File: src/rtl/dram_rr_arbiter.sv
// dram_rr_arbiter: round-robin arbiter sharing one synchronous-read data RAM
// between NUM_CORES cores. It returns read data to the issuing core and
// aggregates the per-core End flags into a global completion flag.
// Ports:
//   clk, rst_n           clock, synchronous active-low reset
//   core_req/we/end      per-core request, write select, End flag
//   core_addr/wdata      packed per-core address and write data
//   core_gnt             combinational one-hot grant
//   core_rvalid/rdata    registered read return (data is broadcast)
//   mem_en/we/addr/wdata registered RAM command; mem_rdata is the RAM output
//   last_id, all_end     last granted core, sticky all-cores-ended flag
module dram_rr_arbiter #(
    parameter int NUM_CORES = 4,
    parameter int ADDR_W    = 12,
    parameter int DATA_W    = 32,
    parameter int ID_W      = 3
) (
    input  logic                        clk,
    input  logic                        rst_n,
    input  logic [NUM_CORES-1:0]        core_req,
    input  logic [NUM_CORES-1:0]        core_we,
    input  logic [NUM_CORES*ADDR_W-1:0] core_addr,
    input  logic [NUM_CORES*DATA_W-1:0] core_wdata,
    input  logic [NUM_CORES-1:0]        core_end,
    output logic [NUM_CORES-1:0]        core_gnt,
    output logic [NUM_CORES-1:0]        core_rvalid,
    output logic [DATA_W-1:0]           core_rdata,
    output logic                        mem_en,
    output logic                        mem_we,
    output logic [ADDR_W-1:0]           mem_addr,
    output logic [DATA_W-1:0]           mem_wdata,
    input  logic [DATA_W-1:0]           mem_rdata,
    output logic [ID_W-1:0]             last_id,
    output logic                        all_end
);

    logic [ID_W-1:0]      ptr;
    logic [ID_W-1:0]      gnt_idx;
    logic [ID_W-1:0]      ptr_next;
    logic                 gnt_any;
    logic                 sel_we;
    logic [ADDR_W-1:0]    sel_addr;
    logic [DATA_W-1:0]    sel_wdata;
    logic [NUM_CORES-1:0] end_seen;
    logic                 rd_v1;
    logic                 rd_v2;
    logic [ID_W-1:0]      rd_id1;
    logic [ID_W-1:0]      rd_id2;

    // The winner is the requester with the smallest rotating distance
    // from the pointer; its fields are selected in the same pass.
    always_comb begin
        int d;
        int best_d;
        d         = 0;
        best_d    = 0;
        gnt_any   = 1'b0;
        gnt_idx   = '0;
        sel_we    = 1'b0;
        sel_addr  = '0;
        sel_wdata = '0;
        for (int i = 0; i < NUM_CORES; i++) begin
            if (i >= int'(ptr)) begin
                d = i - int'(ptr);
            end else begin
                d = i + NUM_CORES - int'(ptr);
            end
            if (core_req[i] && (!gnt_any || d < best_d)) begin
                gnt_any   = 1'b1;
                best_d    = d;
                gnt_idx   = ID_W'(i);
                sel_we    = core_we[i];
                sel_addr  = core_addr[i*ADDR_W +: ADDR_W];
                sel_wdata = core_wdata[i*DATA_W +: DATA_W];
            end
        end
        if (!rst_n) begin
            gnt_any = 1'b0;
        end
    end

    assign core_gnt = gnt_any ? (NUM_CORES'(1) << gnt_idx) : '0;

    // Explicit wrap so non-power-of-two core counts return to core 0.
    assign ptr_next = (gnt_idx == ID_W'(NUM_CORES - 1)) ?
                      '0 : gnt_idx + ID_W'(1);

    always_ff @(posedge clk) begin
        if (!rst_n) begin
            ptr         <= '0;
            last_id     <= '0;
            mem_en      <= 1'b0;
            mem_we      <= 1'b0;
            mem_addr    <= '0;
            mem_wdata   <= '0;
            rd_v1       <= 1'b0;
            rd_v2       <= 1'b0;
            rd_id1      <= '0;
            rd_id2      <= '0;
            core_rvalid <= '0;
            core_rdata  <= '0;
            end_seen    <= '0;
            all_end     <= 1'b0;
        end else begin
            rd_v1 <= 1'b0;
            if (gnt_any) begin
                mem_en    <= 1'b1;
                mem_we    <= sel_we;
                mem_addr  <= sel_addr;
                mem_wdata <= sel_wdata;
                last_id   <= gnt_idx;
                ptr       <= ptr_next;
                rd_v1     <= !sel_we;
                rd_id1    <= gnt_idx;
            end else begin
                mem_en <= 1'b0;
                mem_we <= 1'b0;
            end
            // Stage 2 lines up with the RAM output of the read issued
            // two edges earlier.
            rd_v2  <= rd_v1;
            rd_id2 <= rd_id1;
            if (rd_v2) begin
                core_rvalid <= NUM_CORES'(1) << rd_id2;
                core_rdata  <= mem_rdata;
            end else begin
                core_rvalid <= '0;
            end
            end_seen <= end_seen | core_end;
            all_end  <= all_end | (&end_seen);
        end
    end

endmodule

File: config.mk
export PLATFORM = sky130hd
export DESIGN_NAME = dram_rr_arbiter
export DESIGN_NICKNAME = d
export VERILOG_FILES = /design/src/rtl/dram_rr_arbiter.sv
export SDC_FILE = /design/constraint.sdc
export NUM_CORES = 1
export LEC_CHECK = 0
export CAP_MARGIN = 25
export CORE_AREA = 2 2 120 122
export DETAILED_ROUTE_END_ITERATION = 16
export DIE_AREA = 0 0 122 124
export PLACE_DENSITY = 0.8
export SYNTH_ARGS = -nofsm -noshare
export SYNTH_HDL_FRONTEND = slang
export SYNTH_SLANG_ARGS = --single-unit
File: constraint.sdc
create_clock -name clk -period 11.85 [get_ports clk]
set_input_delay 2.37 -clock clk [delete_from_list [all_inputs] [get_ports clk]]
set_output_delay 2.37 -clock clk [all_outputs]
set_load 0.005 [all_outputs]
Word level (Yosys, flattened, before mapping)
Cells that the tools add are included.

Add/sub/neg operators: 9. Order comparisons: 7. Equal/unequal tests: 1. Reduce and logical (&&, ||, !) cells: 13. Multiplexer cells: 30. Bitwise gates (word level): 2. Shift-type cells: 2.

Operator list (count): 32-bit 2-to-1 mux (11); 32-bit < comparator (3); 12-bit 2-to-1 mux (4); 3-bit by 3-bit subtractor with 4-bit output (first input constant) (4); 1-bit 2-to-1 mux (11); 3-bit 2-to-1 mux (3); 1-bit by 3-bit left shift with 4-bit output (first input constant) (2); 1-bit by 3-bit subtractor with 4-bit output (first input constant) (2); 2-bit by 3-bit subtractor with 4-bit output (first input constant) (2); 1-bit by 3-bit >= comparator with 1-bit output (first input constant) (2); 2-bit by 3-bit >= comparator with 1-bit output (first input constant) (2); 1-bit zero test (4); 4-bit 2-to-1 mux (1); 4-bit bitwise OR (1); 2-bit AND reduction (2); 4-bit AND reduction (1); 3-bit by 1-bit adder with 3-bit output (second input constant) (1); 3-bit by 2-bit == test with 1-bit output (second input constant) (1); 1-bit logical AND (3); 1-bit logical OR (3); 1-bit bitwise OR (1).

Bits in registers: 98. Bits of input ports: 222. Logic and storage cells: 77.

Depth between registers and ports, before layout
Word-level depth: 17. Depth in mapped cells: 27. Gate-level depth less buffers: 26.

Least setup slack after synthesis
OpenSTA, ideal clock, no wires.

Path kind: input to output. From: input port core_req[0]. To: output port core_gnt[3]. Buffers on the path: 3. Data required time: 9.480 ns. Slack: 2.240 ns. Cell stages on the path: 24. Data arrival time: 7.240 ns. Path through: nand3b_1 > ha_1 > nand2_1 > a2111oi_4 > or2_2 > buf_2 > buf_2 > a21oi_1 > ha_1 > and2_1 > a221oi_1 > o21ai_0 > nand2_1 > clkbuf_1 > mux2_2 > ha_1 > a21oi_1 > and2_1 > o2111a_1 > a221oi_4 > and2b_1 > inv_1 > ha_1 > and3_1.

Longest elaborated chain between the ends: 15. Elaborated cells on any way between the ends: 25. Those cells by class: order compare (3); shift (1); mux (12); reduce/logical (9).

Ends and longest elaborated chain: start: declaration (line 20) `input logic [NUM_CORES-1:0] core_req,`; 32-bit 2-to-1 mux or 1-bit 2-to-1 mux (tied branches) (line 68) `if (core_req[i] && (!gnt_any || d < best_d)) begin`; 32-bit < comparator or 1-bit zero test (tied branches) (line 68); 1-bit logical OR (line 68); 1-bit logical AND (line 68); 32-bit 2-to-1 mux or 1-bit 2-to-1 mux (tied branches) (line 68); 32-bit < comparator or 1-bit zero test (tied branches) (line 68); 1-bit logical OR (line 68); 1-bit logical AND (line 68); 32-bit 2-to-1 mux or 1-bit 2-to-1 mux (tied branches) (line 68); 32-bit < comparator or 1-bit zero test (tied branches) (line 68); 1-bit logical OR (line 68); 1-bit logical AND (line 68); 3-bit 2-to-1 mux (*) (line 68); net gnt_idx[1] (line 38) `logic [ID_W-1:0] gnt_idx;`; 1-bit by 3-bit left shift with 4-bit output (*) (line 82) `assign core_gnt = gnt_any ? (NUM_CORES'(1) << gnt_idx) : '0;`; 4-bit 2-to-1 mux (*) (line 82); end: declaration (line 25) `output logic [NUM_CORES-1:0] core_gnt,`.

Mark *: on every way through the listed nets, which the timed path passes. The rest lies on a longest branch.

Worst setup path in the final report
Ends and elaborated chain as after synthesis.

==> impl_metrics.py <==
metrics = {
    "critical_path": {
        "end_kind": "output port",
        "crit_fanout": 21,
        "worstPathArrival_ps": 8720,
        "cp.required_ps": 9480,
        "path_class": "primary input to output port",
        "critPathLaunchType": "primary input",
    },
    "floorplan": {
        "core_um2": 13700,
        "dieArea_um2": 15100,
        "rows": 43,
        "die_x_um": 122,
        "io_pins": 312,
        "initial_utilization_pct": 37.2,
        "die_y_um": 124,
    },
    "clock_tree": {
        "clockBufferDepth": 2,
        "cts_root_buf": "clkbuf_16",
        "post_cts_buffers": 0,
        "cts_sinks": 95,
        "clk_pin_slew_ps": 70,
        "postCtsHoldBufs": 0,
        "clock_latency_ps": 340,
        "cts_tree": "built",
        "post_cts_resized": 0,
        "h-tree-depth": 3,
        "numCtsBuffers": 9,
    },
    "sta": {
        "worst_slack_ps": 755,
        "worstMarginPinSlew_ps": 1110,
        "slew_headroom_pct": 26.1,
        "period_needed_ps": 11090,
        "setup_tns_ps": 0,
        "max_freq_ghz": 0.0901,
        "rsz0062_at_grt": "no",
        "finalCritPeriodShare_pct": 93.6,
        "finalMaxSlewViolations": 0,
        "setup_viol": 0,
        "final_hold_viol_count": 0,
        "final.setup_skew_ps": 13.4,
    },
    "route": {
        "drt_iter0_markers": 258,
        "antenna_left": 0,
        "avgRoutedWirePerCell_um": 17.7,
        "drc_errors": 0,
        "routed_wl_um": 17600,
        "vias": 5230,
        "drt-pass1-iter-count": 5,
        "via_per_inst": 5.26,
    },
    "global_route": {
        "grtUsageTotal_pct": 22.1,
        "grt_pass1_wl_um": 26000,
        "antenna_found_initial": 1,
        "grt_max_degree": 97,
        "grt_pass1_vias": 5201,
        "grt_overflow": 0,
    },
    "yosys": {
        "netlist.area_leader.share_pct": 37.3,
        "synthFlopType": "dfxtp_1",
        "async_reset_ff_share_pct": 0,
        "seq_area_frac_synth_pct": 37.3,
        "synth_area_leaders": "dfxtp_1 (37%), o221ai_2 (12%), a21oi_2 (6.9%), a22oi_1 (6.5%), mux2i_1 (6.3%)",
        "syn_avg_cell_area_um2": 9.65,
        "synth_area_um2": 5100,
        "synth_area_leader_cell": "dfxtp_1",
        "yosysWarningCount": 0,
        "synthCells": 528,
        "synth-seq-cells": 95,
        "synth_cell_type_count": 44,
        "synth_edf_count": 0,
    },
    "pwr": {
        "switching_share_pct": 37.0,
        "p_sw_w": 0.000519,
        "internal-power_w": 0.000883,
        "p_leak_nw": 3.03,
        "power_w": 0.00140,
        "pwr-share-comb_pct": 47.6,
        "power_density_nw_per_um2": 163,
        "vdd.ir_drop.worst_v": 0.000132,
        "power_frac_seq_pct": 32.3,
        "p_clk_share_pct": 20.1,
    },
    "placed_design": {
        "hpwl_um": 13300,
        "place_inst": 977,
        "io_buffers": 310,
        "pre_cts_ws_ps": 828,
        "gp_congestion": 0.794,
    },
    "layout": {
        "layout-drive-gt1-share_pct": 14.2,
        "final_common_cell": "clkdlybuf4s50_1",
        "layout_common_cells": "clkdlybuf4s50_1 (309), dfxtp_1 (94), a21oi_1 (53)",
        "final_cells": 995,
        "diodes": 0,
        "finalNetCount": 1044,
        "syn_to_final_growth_pct": 68.3,
    },
    "job": {
        "drv_cap": 0,
    },
    "worst_hold_path": {
        "hp-class": "register to register",
    },
    "outcome": {
        "run_status": "complete, no violations",
    },
}
[registers in the layout (all words and copies together) (netlist names), 2 cells and up]
signal	count
core_rdata	32
mem_wdata	32
mem_addr	12
core_rvalid	4
end_seen	4
ptr	2
rd_id1	2
rd_id2	2
[worst max-delay path, stage by stage]
cell	delay [ps]
clkdlybuf4s50_1	600
nand3b_1	180
ha_1	350
nand2_1	100
a2111oi_4	500
or2_2	480
inv_1	160
and3_1	210
a21oi_1	160
ha_1	290
and2_1	190
a221oi_1	280
o21ai_0	180
nand2_4	120
mux2_2	340
ha_1	290
a21oi_1	170
and2_1	240
o2111a_1	280
a221oi_4	70
and2b_1	270
inv_1	100
ha_1	140
and3_1	160
clkdlybuf4s50_1	500
[per-stage QoR]
stage | utilization [%] | area [um2] | hold slack (ps)
after floorplan | - | 5100 | 412
after global placement | 60.2 | 8260 | 420
after detailed placement | 60.2 | 8260 | 434
after CTS | 62.3 | 8550 | 450
after global routing | 62.5 | 8580 | 470
final | 62.5 | 8580 | 445
[synth_stat cells (3+ instances only)]
master     n
buf_2     14
nor2_1    48
a21oi_2   40
clkbuf_1  25
o221ai_1   4
dfxtp_1   95
o221ai_2  40
o21ai_0    6
and2_1     6
nor2b_1   35
ha_1      12
inv_1     12
nor3_1     4
buf_6      4
and3_1     5
nand2_1    8
a22oi_1   44
buf_4      3
mux2i_1   32
nand2b_1   4
a21oi_1   53
o21a_1     5
[power groups by stage]
stage / clock network (W) / logic (W) / registers (W)
after detailed placement: 0 / 0.000668 / 0.000460
after CTS: 0.000286 / 0.000670 / 0.000453
final: 0.000282 / 0.000667 / 0.000453
after floorplan: 0 / 0.000372 / 0.000452
after global routing: 0.000300 / 0.000721 / 0.000463
after global placement: 0 / 0.000646 / 0.000456
[per-layer routing]
metal | vias up | wire length (um) | GRT usage (%)
met5 | - | 13 | 0
met4 | 2 | 380 | 8.12
met3 | 33 | 1610 | 5.82
met2 | 274 | 9060 | 41.6
met1 | 2402 | 6530 | 23.6
li1 | 2519 | - | -
[final timing paths]
check	from	to	slack (ps)	cells after the start
worst max register to register	ptr[1]	mem_wdata[4]	5100	24
worst min register to register	rd_id2[0]	core_rvalid[2]	440	1
worst max-delay path	core_req[0]	core_gnt[3]	760	25
worst min-delay path	rd_id2[0]	core_rvalid[2]	440	1
[kinds of logic after synthesis]
kind of cell | after synthesis | synth area share (%)
muxes | 34 | 6.73
and+or+nand+nor | 120 | 12.0
AOI/OAI and AO/OA | 206 | 35.4
adders and majority gates | 12 | 2.95
buffers and inverters | 60 | 5.57
other | 1 | 0.0736
DFF | 95 | 37.3
[layout make-up]
| type | count | area, um2 |
|---|---|---|
| inverters | 12 | 45.0 |
| flip-flops and latches | 95 | 1900 |
| fillers | 1134 | 5140 |
| clock inverters | 7 | 62.6 |
| multi-input cells | 375 | 2950 |
| well taps | 180 | 225 |
| repair buffers | 317 | 3170 |
| clock buffers | 9 | 225 |
(Power assumes the default switching activity.)
